`src/rtl/cat_rec_apb_slave.sv`:
```
// APB3 responder for the cat recognizer: register bank (CTRL/STAT/BIAS) plus a memory window.
// Optional macro CAT_REC_APB_PSLVERR_EN enables PSLVERR on unmapped/busy-rejected accesses.
module cat_rec_apb_slave #(
  parameter int Amba_Word        = 24,
  parameter int Amba_Addr_Depth  = 13,
  parameter int Weight_precision = 5
) (
  input  logic                         clk,
  input  logic                         rst,
  input  logic                         PSEL,
  input  logic                         PENABLE,
  input  logic                         PWRITE,
  input  logic [Amba_Addr_Depth-1:0]   PADDR,
  input  logic [Amba_Word-1:0]         PWDATA,
  output logic [Amba_Word-1:0]         PRDATA,
  output logic                         PREADY,
  output logic                         PSLVERR,
  output logic                         mem_we,
  output logic                         mem_re,
  output logic [Amba_Addr_Depth-2:0]   mem_addr,
  output logic [Amba_Word-1:0]         mem_wdata,
  input  logic [Amba_Word-1:0]         mem_rdata,
  output logic                         core_start,
  output logic [Weight_precision-1:0]  core_bias,
  input  logic                         core_busy,
  input  logic                         core_done,
  input  logic                         core_result
);

  localparam int MA = Amba_Addr_Depth - 1;
  localparam logic [MA-1:0] REG_CTRL = MA'(32'd0);
  localparam logic [MA-1:0] REG_STAT = MA'(32'd1);
  localparam logic [MA-1:0] REG_BIAS = MA'(32'd2);

  typedef enum logic [1:0] {
    IDLE    = 2'd0,
    SETUP   = 2'd1,
    ACCESS  = 2'd2,
    MEMWAIT = 2'd3
  } state_t;

  state_t                      state_r, state_nxt_s;
  logic                        is_mem_s, mem_rd_s, ctrl_wr_s, bias_wr_s;
  logic                        enter_acc_s, start_fire_s, ready_nxt_s, err_s;
  logic [MA-1:0]               reg_idx_s;
  logic [Amba_Word-1:0]        reg_rdata_s;
  logic [Amba_Word-1:0]        prdata_r, mem_wdata_r;
  logic [MA-1:0]               mem_addr_r;
  logic                        pready_r, pslverr_r, mem_we_r, mem_re_r, core_start_r;
  logic                        done_r, result_r;
  logic [Weight_precision-1:0] bias_r;

  assign is_mem_s     = PADDR[MA];
  assign reg_idx_s    = PADDR[MA-1:0];
  assign mem_rd_s     = is_mem_s & ~PWRITE;
  assign ctrl_wr_s    = ~is_mem_s & PWRITE & (reg_idx_s == REG_CTRL);
  assign bias_wr_s    = ~is_mem_s & PWRITE & (reg_idx_s == REG_BIAS);
  assign enter_acc_s  = (state_r == SETUP) & PSEL;
  assign start_fire_s = (state_r == ACCESS) & PSEL & ctrl_wr_s & PWDATA[0] & ~core_busy;

`ifdef CAT_REC_APB_PSLVERR_EN
  logic mapped_s;
  assign mapped_s = (reg_idx_s <= REG_BIAS);
  assign err_s    = (~is_mem_s & ~mapped_s)
                  | (is_mem_s & PWRITE & core_busy)
                  | (ctrl_wr_s & PWDATA[0] & core_busy);
`else
  assign err_s = 1'b0;
`endif

  // Register bank read mux
  always_comb begin
    reg_rdata_s = {Amba_Word{1'b0}};
    case (reg_idx_s)
      REG_CTRL: reg_rdata_s = {Amba_Word{1'b0}};
      REG_STAT: reg_rdata_s = {{(Amba_Word-3){1'b0}}, result_r, done_r, core_busy};
      REG_BIAS: reg_rdata_s = {{(Amba_Word-Weight_precision){1'b0}}, bias_r};
      default:  reg_rdata_s = {Amba_Word{1'b0}};
    endcase
  end

  // Transfer FSM next-state; a PSEL drop abandons the transfer
  always_comb begin
    state_nxt_s = state_r;
    case (state_r)
      IDLE: begin
        if (PSEL && !PENABLE) state_nxt_s = SETUP;
        else                  state_nxt_s = IDLE;
      end
      SETUP: begin
        if (PSEL) state_nxt_s = ACCESS;
        else      state_nxt_s = IDLE;
      end
      ACCESS: begin
        if (!PSEL)                state_nxt_s = IDLE;
        else if (mem_rd_s)        state_nxt_s = MEMWAIT;
        else if (!PENABLE)        state_nxt_s = SETUP;
        else                      state_nxt_s = IDLE;
      end
      MEMWAIT: state_nxt_s = IDLE;
      default: state_nxt_s = IDLE;
    endcase
  end

  // Outputs are registered from the next state so they line up with ACCESS/MEMWAIT
  assign ready_nxt_s = (enter_acc_s & ~mem_rd_s) | (state_nxt_s == MEMWAIT);

  // FSM state register
  always_ff @(posedge clk or posedge rst) begin
    if (rst) state_r <= IDLE;
    else     state_r <= state_nxt_s;
  end

  // Bus-side handshake, strobes and read data
  always_ff @(posedge clk or posedge rst) begin
    if (rst) begin
      pready_r    <= 1'b0;
      pslverr_r   <= 1'b0;
      mem_we_r    <= 1'b0;
      mem_re_r    <= 1'b0;
      mem_addr_r  <= {MA{1'b0}};
      mem_wdata_r <= {Amba_Word{1'b0}};
      prdata_r    <= {Amba_Word{1'b0}};
    end else begin
      pready_r  <= ready_nxt_s;
      pslverr_r <= enter_acc_s & ~mem_rd_s & err_s;
      mem_we_r  <= enter_acc_s & is_mem_s & PWRITE & ~core_busy;
      mem_re_r  <= enter_acc_s & mem_rd_s;
      if (enter_acc_s) begin
        mem_addr_r  <= PADDR[MA-1:0];
        mem_wdata_r <= PWDATA;
      end
      if (enter_acc_s && !is_mem_s && !PWRITE) prdata_r <= reg_rdata_s;
      else if (state_r == MEMWAIT)             prdata_r <= mem_rdata;
    end
  end

  // Core control: bias, start pulse, done/result latch (done beats a same-cycle start)
  always_ff @(posedge clk or posedge rst) begin
    if (rst) begin
      bias_r       <= {Weight_precision{1'b0}};
      core_start_r <= 1'b0;
      done_r       <= 1'b0;
      result_r     <= 1'b0;
    end else begin
      core_start_r <= start_fire_s;
      if (enter_acc_s && bias_wr_s) bias_r <= PWDATA[Weight_precision-1:0];
      if (core_done) begin
        done_r   <= 1'b1;
        result_r <= core_result;
      end else if (start_fire_s) begin
        done_r <= 1'b0;
      end
    end
  end

  // Memory data is only valid during MEMWAIT, so it is forwarded there and held afterwards
  assign PRDATA     = (state_r == MEMWAIT) ? mem_rdata : prdata_r;
  assign PREADY     = pready_r;
  assign PSLVERR    = pslverr_r;
  assign mem_we     = mem_we_r;
  assign mem_re     = mem_re_r;
  assign mem_addr   = mem_addr_r;
  assign mem_wdata  = mem_wdata_r;
  assign core_start = core_start_r;
  assign core_bias  = bias_r;

endmodule

```
`config.mk`:
```
export PLATFORM = sky130hd
export DESIGN_NAME = cat_rec_apb_slave
export DESIGN_NICKNAME = d
export VERILOG_FILES = /design/src/rtl/cat_rec_apb_slave.sv
export SDC_FILE = /design/constraint.sdc
export NUM_CORES = 1
export LEC_CHECK = 0
export CORE_MARGIN = 3
export CORE_UTILIZATION = 37
export CTS_CLUSTER_SIZE = 8
export DETAILED_ROUTE_END_ITERATION = 8
export MAX_ROUTING_LAYER = met4
export PLACE_DENSITY = 0.79
export SYNTH_ARGS = -nofsm -noshare
export SYNTH_HDL_FRONTEND = slang
export SYNTH_SLANG_ARGS = --single-unit
```
`constraint.sdc`:
```
create_clock -name clk -period 2.55 [get_ports clk]
set_clock_uncertainty 0.2 [all_clocks]
set_input_delay 0.51 -clock clk [delete_from_list [all_inputs] [get_ports clk]]
set_output_delay 0.51 -clock clk [all_outputs]
set_load 0.005 [all_outputs]
```
==> flow_metrics.env <==
export IMPL_report_final_slew_viol_count=0
export IMPL_crit_fanout=6
export IMPL_die_width_um=96.7
export IMPL_synth_compound_area_share_pct=2.38
export IMPL_synthXorXnorAreaFrac_pct=0
export IMPL_hp_start="mem_wdata[4]"
export IMPL_postCtsHoldBufs=0
export IMPL_post_synth_cell_area_avg_um2=14.2
export IMPL_fin_setup_tns_ns=0
export IMPL_ff2ff_setup_slack_ns=0.71
export IMPL_worst_reg2reg_path_length_in_cells=5
export IMPL_critical_path_buf_inv_count=3
export IMPL_n_fill_cell=655
export IMPL_io_buffer_count=137
export IMPL_power_leakage_uw=0.00227
export IMPL_tritoncts="yes"
export IMPL_grt_pass1_vias=2392
export IMPL_detailedPlacementHpwl_um=5340
export IMPL_final_common_cell="sky130_fd_sc_hd__clkdlybuf4s50_1"
export IMPL_synth_edff_count=0
export IMPL_hp_class="register to register"
export IMPL_globalplace_congestion=0.743
export IMPL_synthesis_nets=284
export IMPL_core_area_um2=7850
export IMPL_cts_root_buf="sky130_fd_sc_hd__clkbuf_8"
export IMPL_insertedDiodeCount=0
export IMPL_detailroute_via_count=2236
export IMPL_floorplan_die_area_um2=9360
export IMPL_max_slew_worst_pin_slew_ns=0.550
export IMPL_hold_violations=0
export IMPL_clockBufferDepth=2
export IMPL_critical_path_cell_chain="nand2_4 -> clkbuf_16 -> buf_4 -> mux2_2 -> dlygate4sd2_1"
export IMPL_fin_area_um2=4930
export IMPL_post_route_drc_count=0
export IMPL_clock_tree_htree_level_count=3
export IMPL_synth_cells=215
export IMPL_placement_rows=32
export IMPL_crit_slowest_cell="sky130_fd_sc_hd__dfrtp_2"
export IMPL_async_flop_share_pct=100
export IMPL_outcome="finished, final reports clean"
export IMPL_grt_overflow=0
export IMPL_detailroute_wirelength_met3_um=395
export IMPL_timing_final_setup_violations=0
export IMPL_preCtsSetupSlack_ns=-0.0178
export IMPL_layout_worst_path_cycle_share_pct=96.1
export IMPL_critical_path_class="register to primary output"
export IMPL_drtAntennaViolNets=0
export IMPL_synth_ff_type="sky130_fd_sc_hd__dfrtp_1"
export IMPL_endpoint_kind="primary output"
export IMPL_number_of_buffers_created_by_cts=9
export IMPL_synth_top_family_by_area="multiplexers"
export IMPL_fmaxAchievable_ghz=0.408
export IMPL_numClockSinks=73
export IMPL_synth_sequential_area_ratio_pct=60.0
export IMPL_synth_area_top_cells="sky130_fd_sc_hd__dfrtp_1 60%, sky130_fd_sc_hd__mux2_2 24%, sky130_fd_sc_hd__and2_1 3.9%, sky130_fd_sc_hd__nand2_1 1.1%, sky130_fd_sc_hd__buf_2 0.99%"
export IMPL_syn_area_um2=3050
export IMPL_critical_path_startpoint_type="register"
export IMPL_routed_wl_um=7300
export IMPL_area_fraction_in_and_or_nand_and_nor_cells_after_synthesis_pct=11.4
export IMPL_via_per_instance_ratio=4.65
export IMPL_setup_slack_ns=0.0994
export IMPL_gr_usage_all_layers_pct=16.1
export IMPL_detail_route_wirelength_met1_um=3170
export IMPL_share_of_the_synthesized_area_in_the_top_cell_type_pct=60.0
export IMPL_layout_area_overhead_vs_synth_pct=61.7
export IMPL_fraction_of_layout_instances_using_a_drive_strength_above_1_pct=29.3
export IMPL_grt_max_degree=45
export IMPL_initial_core_util_pct=38.8
export IMPL_hold_end="mem_wdata[4]"
export IMPL_worstPathArrival_ns=1.74
export IMPL_slew_headroom_pct=63.3
export IMPL_synthesis_stage_register_bit_count=73
export IMPL_design_final_nets=444
export IMPL_synth_adder_area_share_pct=0
export IMPL_clk_pin_slew_worst_paths_ns=0.07
export IMPL_antenna_found_initial=0
export IMPL_maxCapViolations=0
export IMPL_portion_of_netlist_area_occupied_by_mux_cells_pct=24.4
export IMPL_drt_pre_antenna_iters=4
export IMPL_whs_path_depth=1
export IMPL_endpoint_required_time_on_the_critical_path_ns=1.84
export IMPL_top_layer="met4"
export IMPL_design_portCount=139
export IMPL_yosysTopAreaCell="sky130_fd_sc_hd__dfrtp_1"
export IMPL_timing_rr_start="state_r[1]"
export IMPL_crit_family="buffers and inverters"
export IMPL_critical_path_max_stage_delay_ns=0.42
export IMPL_r2r_end="prdata_r[0]"
export IMPL_synth_warning_count=0
export IMPL_placement_cell_area_um2=4580
export IMPL_final_cell_mix="113 x sky130_fd_sc_hd__clkdlybuf4s50_1, 71 x sky130_fd_sc_hd__dfrtp_1, 66 x sky130_fd_sc_hd__mux2_2"
export IMPL_die_y_um=96.7
export IMPL_met2_wirelength_um=3660
export IMPL_wl_per_cell_um=15.2
export IMPL_drt_iter0_markers=50
export IMPL_finalWorstPathRequiredPeriod_ns=2.45
export IMPL_insertion_delay_ns=0.33
export IMPL_ir_worst_vdd_uv=448
export IMPL_p_per_area_nw_per_um2=672
export IMPL_unrepaired_setup_endpoints_after_global_routing="false"
export IMPL_ys_types=30
export IMPL_global_route_wire_length_before_repair_um=11900
==> area by class of cell <==
cell class | instances | area [µm²] | area share, %
Clock inverter | 3 | 40.0 | 0.813
Inverter | 2 | 11.3 | 0.229
Clock buffer | 12 | 155 | 3.15
Tap cell | 102 | 128 | 2.59
Timing Repair Buffer | 158 | 1590 | 32.2
Multi-Input combinational cell | 131 | 1170 | 23.9
Sequential cell | 73 | 1830 | 37.1
==> routing by layer <==
metal  up-vias  global-route usage (%)
met5         -                       -
li1       1066                       -
met1      1084                    19.7
met3         9                    4.04
met2        77                    26.5
met4         0                    4.86
==> cells in the mapped netlist, types with 2 or more instances <==
cell                        n
sky130_fd_sc_hd__o21a_1     2
sky130_fd_sc_hd__clkbuf_1   2
sky130_fd_sc_hd__nor4_2     2
sky130_fd_sc_hd__a22oi_1    3
sky130_fd_sc_hd__buf_2      6
sky130_fd_sc_hd__nand2b_1   3
sky130_fd_sc_hd__mux2_2    66
sky130_fd_sc_hd__and2_1    19
sky130_fd_sc_hd__dfrtp_1   73
sky130_fd_sc_hd__nor2_1     3
sky130_fd_sc_hd__o21ai_1    5
sky130_fd_sc_hd__nand2_1    9
sky130_fd_sc_hd__inv_1      2
sky130_fd_sc_hd__nor2b_1    4
==> cell families (layout without fill, tap and decap cells) <==
| group | count (synthesis) | in the layout |
|---|---|---|
| flops | 73 | 73 |
| simple gates | 52 | 52 |
| other cells | 1 | 1 |
| mux | 66 | 66 |
| compound gates | 12 | 12 |
| buf+inv | 11 | 175 |
==> where the power goes <==
| group | total, µW | switching, µW | internal (µW) |
|---|---|---|---|
| Sequential | 1480 | 88.3 | 1390 |
| Clock | 886 | 388 | 497 |
| Combinational | 949 | 294 | 655 |
| Total | 3310 | 770 | 2540 |
==> worst max-delay path by stage <==
stage / from / to / slack (ns) / cells after the start
2_1_floorplan: PADDR[8] / core_bias[0] / 0.62 / 4
3_5_place_dp: PADDR[2] / core_bias[1] / -0.02 / 6
6_report: state_r[0] / PRDATA[1] / 0.1 / 5
5_1_grt: state_r[0] / PRDATA[5] / 0.03 / 5
4_1_cts: state_r[0] / PRDATA[2] / -0.01 / 4
3_3_place_gp: PADDR[2] / core_bias[2] / 0.03 / 6
==> repair_timing <==
action | 4_1_cts | 5_1_grt
setup buffers | 2 | 8
gates resized for setup | 22 | 7
cloned | 1 | 1
setup endpoints to repair | 24 | 7
==> flip-flops by register name, summed over array words and instances, names as in the netlist <==
signal / flops
prdata_r: 24
mem_wdata: 24
core_start: 1
mem_addr: 12
result_r: 1
mem_we: 1
state_r: 2
PREADY: 1
mem_re: 1
core_bias: 5
done_r: 1
==> stage by stage <==
step,utilization (%),cells,hold slack [ns],total power (µW)
after global routing,62.8,481,0.322,3500
final,62.8,481,0.305,3310
after floorplan,-,215,0.276,1850
after CTS,61.3,472,0.309,3370
after global placement,58.4,454,0.286,2480
after detailed placement,58.4,454,0.292,2510
(Power assumes the default switching activity.)
